### src/rtl/counter_ctrl_if.sv
// counter_ctrl_if
//   Groups the handshake, register-bus, measurement and result-stream
//   signals of counter_ctrl into one bundle.
//   master : the controller side (counter_ctrl itself)
//   slave  : the environment side (command source, counter block, sink)
// Signals:
//   cmd_valid/cmd_ready/cmd_time/cmd_mask : run request handshake
//   bus_addr/bus_wdata/bus_we/bus_rdata   : counter block register bus
//   start/stop                            : measurement start pulse / done level
//   m_data/m_valid/m_ready/m_last         : result byte stream
//   busy/timeout_err                      : status
interface counter_ctrl_if #(
  parameter int DATA_WIDTH = 8,
  parameter int N_CHN      = 32
);
  logic                  cmd_valid;
  logic                  cmd_ready;
  logic [7:0]            cmd_time;
  logic [N_CHN-1:0]      cmd_mask;
  logic [7:0]            bus_addr;
  logic [DATA_WIDTH-1:0] bus_wdata;
  logic                  bus_we;
  logic [DATA_WIDTH-1:0] bus_rdata;
  logic                  start;
  logic                  stop;
  logic [7:0]            m_data;
  logic                  m_valid;
  logic                  m_ready;
  logic                  m_last;
  logic                  busy;
  logic                  timeout_err;

  modport master (
    input  cmd_valid, cmd_time, cmd_mask, bus_rdata, stop, m_ready,
    output cmd_ready, bus_addr, bus_wdata, bus_we, start,
    output m_data, m_valid, m_last, busy, timeout_err
  );

  modport slave (
    output cmd_valid, cmd_time, cmd_mask, bus_rdata, stop, m_ready,
    input  cmd_ready, bus_addr, bus_wdata, bus_we, start,
    input  m_data, m_valid, m_last, busy, timeout_err
  );
endinterface

### src/rtl/counter_ctrl.sv
// counter_ctrl
//   Runs one measurement on a counter block: programs gate time and channel
//   mask over a simple register bus, pulses start, waits for the stop level
//   (with a cycle timeout), then reads back 4 bytes per channel and streams
//   them out over a valid/ready byte interface.
// Ports:
//   clk   : single clock, all logic on its rising edge
//   res_n : asynchronous active-low reset
//   io    : counter_ctrl_if.master (command, bus, start/stop, stream, status)
// All outputs are registered; they are decoded from the next-state values.
module counter_ctrl #(
  parameter int          DATA_WIDTH  = 8,
  parameter int          N_CHN       = 32,
  parameter logic [7:0]  START_ADDR  = 8'h26,
  parameter logic [31:0] TIMEOUT_CYC = 32'd4_000_000_000
) (
  input  logic           clk,
  input  logic           res_n,
  counter_ctrl_if.master io
);
  localparam logic [2:0] S_IDLE      = 3'd0;
  localparam logic [2:0] S_WR        = 3'd1;
  localparam logic [2:0] S_START     = 3'd2;
  localparam logic [2:0] S_WAIT_STOP = 3'd3;
  localparam logic [2:0] S_WAIT_IDLE = 3'd4;
  localparam logic [2:0] S_RD        = 3'd5;
  localparam logic [2:0] S_STREAM    = 3'd6;

  localparam int            NBYTES   = 4 * N_CHN;
  localparam int            IW       = $clog2(NBYTES);
  localparam logic [IW-1:0] LAST_IDX = IW'(NBYTES - 1);

  logic [2:0]            state_q, state_d;
  logic [1:0]            phase_q, phase_d;     // cycle within a write / read / post-stop wait
  logic [2:0]            widx_q, widx_d;       // which of the 5 configuration writes
  logic [IW-1:0]         byte_idx_q, byte_idx_d;
  logic [31:0]           wait_cnt_q, wait_cnt_d;
  logic [7:0]            time_q, time_d;
  logic [31:0]           mask_q, mask_d;
  logic                  cmd_ready_q, cmd_ready_d;
  logic [7:0]            bus_addr_q, bus_addr_d;
  logic [DATA_WIDTH-1:0] bus_wdata_q, bus_wdata_d;
  logic                  bus_we_q, bus_we_d;
  logic                  start_q, start_d;
  logic [7:0]            m_data_q, m_data_d;
  logic                  m_valid_q, m_valid_d;
  logic                  m_last_q, m_last_d;
  logic                  busy_q, busy_d;
  logic                  timeout_err_q, timeout_err_d;

  // Configuration byte for write number idx: gate time, then mask bytes LSB first.
  function automatic logic [7:0] wr_byte(input logic [2:0] idx, input logic [7:0] t,
                                         input logic [31:0] m);
    case (idx)
      3'd0:    wr_byte = t;
      3'd1:    wr_byte = m[7:0];
      3'd2:    wr_byte = m[15:8];
      3'd3:    wr_byte = m[23:16];
      3'd4:    wr_byte = m[31:24];
      default: wr_byte = 8'd0;
    endcase
  endfunction

  // Next-state logic and registered-output decode.
  always_comb begin
    state_d       = state_q;
    phase_d       = phase_q;
    widx_d        = widx_q;
    byte_idx_d    = byte_idx_q;
    wait_cnt_d    = wait_cnt_q;
    time_d        = time_q;
    mask_d        = mask_q;
    timeout_err_d = timeout_err_q;

    case (state_q)
      S_IDLE: begin
        if (io.cmd_valid && cmd_ready_q) begin
          time_d        = io.cmd_time;
          mask_d        = 32'(io.cmd_mask);
          timeout_err_d = 1'b0;
          state_d       = S_WR;
          phase_d       = 2'd0;
          widx_d        = 3'd0;
        end else begin
          state_d = S_IDLE;
        end
      end
      S_WR: begin
        // phase 0: strobe, 1: hold, 2: gap
        if (phase_q == 2'd2) begin
          phase_d = 2'd0;
          if (widx_q == 3'd4) begin
            state_d = S_START;
          end else begin
            widx_d = widx_q + 3'd1;
          end
        end else begin
          phase_d = phase_q + 2'd1;
        end
      end
      S_START: begin
        state_d    = S_WAIT_STOP;
        wait_cnt_d = 32'd0;
      end
      S_WAIT_STOP: begin
        if (io.stop) begin
          state_d = S_WAIT_IDLE;
          phase_d = 2'd0;
        end else begin
          wait_cnt_d = wait_cnt_q + 32'd1;
          if (wait_cnt_q + 32'd1 == TIMEOUT_CYC) begin
            timeout_err_d = 1'b1;
            state_d       = S_IDLE;
          end else begin
            state_d = S_WAIT_STOP;
          end
        end
      end
      S_WAIT_IDLE: begin
        // phase 0 waits for stop low; phases 1 and 2 are the settle cycles
        if (phase_q == 2'd0) begin
          if (!io.stop) begin
            phase_d = 2'd1;
          end else begin
            phase_d = 2'd0;
          end
        end else if (phase_q == 2'd1) begin
          phase_d = 2'd2;
        end else begin
          state_d    = S_RD;
          phase_d    = 2'd0;
          byte_idx_d = '0;
        end
      end
      S_RD: begin
        if (phase_q == 2'd2) begin
          state_d = S_STREAM;
          phase_d = 2'd0;
        end else begin
          phase_d = phase_q + 2'd1;
        end
      end
      S_STREAM: begin
        if (io.m_ready) begin
          if (byte_idx_q == LAST_IDX) begin
            state_d = S_IDLE;
          end else begin
            byte_idx_d = byte_idx_q + 1'b1;
            state_d    = S_RD;
            phase_d    = 2'd0;
          end
        end else begin
          state_d = S_STREAM;
        end
      end
      default: begin
        state_d = S_IDLE;
        phase_d = 2'd0;
      end
    endcase

    cmd_ready_d = (state_d == S_IDLE);
    busy_d      = (state_d != S_IDLE);
    bus_we_d    = (state_d == S_WR) && (phase_d == 2'd0);
    start_d     = (state_d == S_START);
    m_valid_d   = (state_d == S_STREAM);
    m_last_d    = (state_d == S_STREAM) && (byte_idx_d == LAST_IDX);

    if (state_d == S_WR) begin
      bus_addr_d  = START_ADDR + 8'd1 + {5'd0, widx_d};
      bus_wdata_d = DATA_WIDTH'(wr_byte(widx_d, time_d, mask_d));
    end else if (state_d == S_RD) begin
      bus_addr_d  = START_ADDR + 8'd6 + 8'(byte_idx_d);
      bus_wdata_d = '0;
    end else begin
      bus_addr_d  = 8'd0;
      bus_wdata_d = '0;
    end

    // Capture on the last read-hold cycle, then hold while the sink stalls.
    if (state_d == S_STREAM) begin
      if (state_q == S_RD) begin
        m_data_d = io.bus_rdata[7:0];
      end else begin
        m_data_d = m_data_q;
      end
    end else begin
      m_data_d = 8'd0;
    end
  end

  // State, datapath and output registers.
  always_ff @(posedge clk or negedge res_n) begin
    if (!res_n) begin
      state_q       <= S_IDLE;
      phase_q       <= 2'd0;
      widx_q        <= 3'd0;
      byte_idx_q    <= '0;
      wait_cnt_q    <= 32'd0;
      time_q        <= 8'd0;
      mask_q        <= 32'd0;
      cmd_ready_q   <= 1'b1;
      bus_addr_q    <= 8'd0;
      bus_wdata_q   <= '0;
      bus_we_q      <= 1'b0;
      start_q       <= 1'b0;
      m_data_q      <= 8'd0;
      m_valid_q     <= 1'b0;
      m_last_q      <= 1'b0;
      busy_q        <= 1'b0;
      timeout_err_q <= 1'b0;
    end else begin
      state_q       <= state_d;
      phase_q       <= phase_d;
      widx_q        <= widx_d;
      byte_idx_q    <= byte_idx_d;
      wait_cnt_q    <= wait_cnt_d;
      time_q        <= time_d;
      mask_q        <= mask_d;
      cmd_ready_q   <= cmd_ready_d;
      bus_addr_q    <= bus_addr_d;
      bus_wdata_q   <= bus_wdata_d;
      bus_we_q      <= bus_we_d;
      start_q       <= start_d;
      m_data_q      <= m_data_d;
      m_valid_q     <= m_valid_d;
      m_last_q      <= m_last_d;
      busy_q        <= busy_d;
      timeout_err_q <= timeout_err_d;
    end
  end

  assign io.cmd_ready   = cmd_ready_q;
  assign io.bus_addr    = bus_addr_q;
  assign io.bus_wdata   = bus_wdata_q;
  assign io.bus_we      = bus_we_q;
  assign io.start       = start_q;
  assign io.m_data      = m_data_q;
  assign io.m_valid     = m_valid_q;
  assign io.m_last      = m_last_q;
  assign io.busy        = busy_q;
  assign io.timeout_err = timeout_err_q;
endmodule

### src/flat_wrapper.sv
// flat-port wrapper written by rule: the top's interface ports become plain ports
module counter_ctrl_flat 
#(
  parameter int          DATA_WIDTH  = 8,
  parameter int          N_CHN       = 32,
  parameter logic [7:0]  START_ADDR  = 8'h26,
  parameter logic [31:0] TIMEOUT_CYC = 32'd4_000_000_000
)
  (clk, res_n, io_cmd_valid, io_cmd_time, io_cmd_mask, io_bus_rdata, io_stop, io_m_ready, io_cmd_ready, io_bus_addr, io_bus_wdata, io_bus_we, io_start, io_m_data, io_m_valid, io_m_last, io_busy, io_timeout_err);
  counter_ctrl_if #(.DATA_WIDTH(DATA_WIDTH), .N_CHN(N_CHN)) io_i ();
  input  logic clk;
  input  logic res_n;
  input wire logic [$bits(io_i.cmd_valid)-1:0] io_cmd_valid;
  input wire logic [$bits(io_i.cmd_time)-1:0] io_cmd_time;
  input wire logic [$bits(io_i.cmd_mask)-1:0] io_cmd_mask;
  input wire logic [$bits(io_i.bus_rdata)-1:0] io_bus_rdata;
  input wire logic [$bits(io_i.stop)-1:0] io_stop;
  input wire logic [$bits(io_i.m_ready)-1:0] io_m_ready;
  output wire logic [$bits(io_i.cmd_ready)-1:0] io_cmd_ready;
  output wire logic [$bits(io_i.bus_addr)-1:0] io_bus_addr;
  output wire logic [$bits(io_i.bus_wdata)-1:0] io_bus_wdata;
  output wire logic [$bits(io_i.bus_we)-1:0] io_bus_we;
  output wire logic [$bits(io_i.start)-1:0] io_start;
  output wire logic [$bits(io_i.m_data)-1:0] io_m_data;
  output wire logic [$bits(io_i.m_valid)-1:0] io_m_valid;
  output wire logic [$bits(io_i.m_last)-1:0] io_m_last;
  output wire logic [$bits(io_i.busy)-1:0] io_busy;
  output wire logic [$bits(io_i.timeout_err)-1:0] io_timeout_err;
  assign io_i.cmd_valid = io_cmd_valid;
  assign io_i.cmd_time = io_cmd_time;
  assign io_i.cmd_mask = io_cmd_mask;
  assign io_i.bus_rdata = io_bus_rdata;
  assign io_i.stop = io_stop;
  assign io_i.m_ready = io_m_ready;
  assign io_cmd_ready = io_i.cmd_ready;
  assign io_bus_addr = io_i.bus_addr;
  assign io_bus_wdata = io_i.bus_wdata;
  assign io_bus_we = io_i.bus_we;
  assign io_start = io_i.start;
  assign io_m_data = io_i.m_data;
  assign io_m_valid = io_i.m_valid;
  assign io_m_last = io_i.m_last;
  assign io_busy = io_i.busy;
  assign io_timeout_err = io_i.timeout_err;
  counter_ctrl #(.DATA_WIDTH(DATA_WIDTH), .N_CHN(N_CHN), .START_ADDR(START_ADDR), .TIMEOUT_CYC(TIMEOUT_CYC)) u_core (.clk(clk), .res_n(res_n), .io(io_i));
endmodule
### config.mk
export PLATFORM = sky130hd
export DESIGN_NAME = counter_ctrl_flat
export DESIGN_NICKNAME = d
export VERILOG_FILES = /design/src/rtl/counter_ctrl_if.sv /design/src/rtl/counter_ctrl.sv /design/src/flat_wrapper.sv
export SDC_FILE = /design/constraint.sdc
export NUM_CORES = 1
export LEC_CHECK = 0
export ABC_AREA = 0
export BUFFER_PORTS_ARGS = -buffer_cell sky130_fd_sc_hd__buf_2
export CORE_MARGIN = 2
export CORE_UTILIZATION = 50
export DETAILED_ROUTE_END_ITERATION = 6
export MAX_ROUTING_LAYER = met4
export PLACE_DENSITY = 0.71
export SKIP_LAST_GASP = 1
export SYNTH_ARGS = -nofsm -noshare
export SYNTH_HDL_FRONTEND = slang
export SYNTH_SLANG_ARGS = --single-unit
### constraint.sdc
create_clock -name clk -period 5.1 [get_ports clk]
set_input_delay 1.02 -clock clk [delete_from_list [all_inputs] [get_ports clk]]
set_output_delay 1.02 -clock clk [all_outputs]
set_load 0.005 [all_outputs]
==> run summary <==
worst-margin pin slew: 1.12 ns
worst hold margin: 0.499 ns
starting density of the core: 51.5%
P per Cell Area: 496 nW/µm²
Final period util: 64.7%
routed vias: 5162
Critical Path End Type: flop
Distinct cells, synth: 65
insertion delay to the later sink of the worst-skew pair: 0.42 ns
HPWL Detailed: 10600 µm
most common cell after layout, fill and taps aside: dfrtp_1
Worst setup SP type: flop
Setup TNS: 0 ns
GPL Wtd Cong: 0.878
final slew viol count: 0
fraction of synthesized area in multiplexers: 8.20%
dominant synthesized flop cell: dfrtp_1
crit path max fanout: 43
share of the yosys chip area belonging to registers: 47.4%
Max IR drop VDD: 325 µV
number of global-route vias before repair: 5082
share of cells above drive strength 1: 26.2%
GRT overflow: 0
number of cell rows: 40
Seq pwr share: 37.3%
clock tree buffer depth: 2
drt first pass iters: 6
worst path cell trace: inv_1 > and4_2 > buf_4 > nor2_1 > a21oi_1 > ha_1 > inv_1 > nor2_1 > a32o_1 > o31a_1
DRC viols: 0
final core utilization: 60.4%
count of boundary I/O pins: 84
Num CTS Buffers: 17
Syn Area/Cell: 10.1 µm²
WP data required: 5.46 ns
Die Footprint: 13400 µm²
post-synthesis xor/xnor area fraction: 2.11%
crit path kind: reg -> reg
most frequent cells in the layout: dfrtp_1, buf_2, nand2_1
hold buffers post-CTS: 0
multi-input logic area: 3040 µm²
CTS tree: yes
syn nets: 681
Syn Inst Count: 617
slowest library cell on the worst path: dfrtp_1
Compound-Gate Fraction of Synth Area: 16.9%
share of flip-flops with an asynchronous set or reset: 100%
register area: 2950 µm²
Design Area, Final: 7320 µm²
via/cell ratio: 5.95
Post-Synth Adder-Cell Area: 2.21%
Netlist Area Pre-Place: 6240 µm²
largest family of logic cells by synthesized area: simple AND/OR/NAND/NOR gates
CP Data Arrival Time: 3.65 ns
status: finished clean
fillers: 1010
area grow syn2layout: 17.3%
gr usage total: 25.0%
per-cell routed wire length: 17.5 µm
DIE WIDTH: 116 µm
Rel. slew slack: 25.6%
internal cell power: 2.42 mW
unrepaired setup endpoints after global routing: no
setup slack, reg-to-reg: 1.80 ns
Hold Crit Class: reg -> reg
clk_skew: 0.00619 ns
final critical-path required period: 3.30 ns
Yosys reg bits: 118
Post-CTS Setup Bufs: 0
Routed Antenna Nets: 0
Placed Area: 6740 µm²
antenna cells: 0
final hold viol count: 0
Root Driver: clkbuf_16
chip height: 116 µm
max frequency: 303 MHz
final net count: 751
Finish-stage setup viols: 0
Leakage: 3.47 nW
first-pass GRT wire length: 25200 µm
CTS clk-pin slew, worst paths: 0.06 ns
max-cap violation count: 0
Buffers on Ports: 83
H-tree levels: 4
Critical Path Max Stage Delay: 0.56 ns
Clock Power Share: 32.3%
Post-synth EDFFs: 0
switch share: 33.5%
largest net degree at the start of global routing: 51
total clock sinks: 118
initial drt markers: 337
initial antenna violation count: 0
Post-Route WL: 15200 µm
yosys warns: 0
Simple-Gate Fraction of Synth Area: 19.3%
Gate power share: 30.4%
switching power total: 1.22 mW
core area: 12100 µm²
post-cts resize count: 0
per-stage QoR:
stage          setup WS [ns]  power (mW)  instances
4_1_cts                 1.83        3.64        867
2_1_floorplan           1.92        2.09        617
6_report                1.80        3.63        867
3_3_place_gp            1.72        2.42        836
3_5_place_dp            1.56        2.46        836
5_1_grt                 1.51        3.83        867
critical path, delay by kind of cell (launching register included):
| kind | cells | cell delay [ns] |
|---|---|---|
| DFF | 1 | 0.56 |
| adders and majority gates | 1 | 0.34 |
| AOI/OAI and AO/OA | 3 | 0.72 |
| buffers and inverters | 3 | 0.78 |
| and+or+nand+nor | 3 | 0.81 |
worst paths after layout:
| check | endpoint | start | cells after the start |
|---|---|---|---|
| min reg2reg | u_core.mask_q[22] | u_core.mask_q[22] | 1 |
| min in group asynchronous | u_core.wait_cnt_q[13] | res_n | 1 |
| max in group asynchronous | u_core.io.m_data[3] | res_n | 2 |
| max | u_core.io.bus_wdata[6] | u_core.state_q[0] | 10 |
| min | u_core.mask_q[22] | u_core.mask_q[22] | 1 |
| max reg2reg | u_core.io.bus_wdata[6] | u_core.state_q[0] | 10 |
routing by layer:
layer / up-vias / track usage [%] / routed length [µm]
met1: 2590 / 31.4 / 6480
li1: 2420 / - / -
met5: - / - / 0
met3: 22 / 5.70 / 653
met4: 0 / 9.37 / 301
met2: 130 / 39.7 / 7780
flip-flops by register name (all words and copies together) (netlist names):
name	count
u_core.state_q	3
u_core.io.start	1
u_core.io.m_valid	1
u_core.byte_idx_q	7
u_core.phase_q	2
u_core.widx_q	3
u_core.io.m_last	1
u_core.io.bus_wdata	8
u_core.io.m_data	8
u_core.io.busy	1
u_core.wait_cnt_q	32
u_core.io.bus_we	1
u_core.io.timeout_err	1
u_core.mask_q	32
u_core.io.cmd_ready	1
u_core.io.bus_addr	8
u_core.time_q	8
synthesized netlist by cell type (all sizes together), types with 5 or more instances:
cell    count  share of area [%]
a211oi      5               0.68
a21oi      32                2.6
a31oi      10                1.0
a32o       16                2.6
and2        7               0.70
and3       19                1.9
and4        6               0.84
buf        15                1.4
clkbuf     23                1.4
dfrtp     117                 47
ha         11                2.2
inv        20                1.2
mux2       41                7.4
mux2i       5               0.80
nand2      60                3.7
nand3      28                2.4
nand4      16                2.2
nor2       39                2.3
nor3        8               0.64
nor4        9                1.7
o21ai      51                4.1
o31a        8                1.1
o31ai       9                1.1
o41ai       5               0.70
xnor2      10                1.4
xor2        5               0.70
kinds of logic after synthesis:
logic type	count (synthesis)
AOI/OAI and AO/OA	158
xor gates and xnor gates	15
adders and majority gates	11
muxes	46
DFF	118
and+or+nand+nor	211
buffers and inverters	58
power by group through the flow:
stage                     Combinational [mW]  Sequential (mW)  Clock [mW]
final                                   1.11             1.35        1.17
after global placement                  1.06             1.35           0
after detailed placement                1.10             1.37           0
after floorplan                        0.784             1.31           0
after CTS                               1.10             1.35        1.18
after global routing                    1.22             1.39        1.23
cell type report:
cell class / count / area share, %
well taps: 168 / 2.87
clock inverters: 7 / 1.32
clock buffers: 24 / 6.58
repair buffers: 89 / 6.32
flip-flops and latches: 118 / 40.4
multi-input cells: 441 / 41.5
inverters: 20 / 1.03
Note: power is estimated with default switching activity, not from simulation.
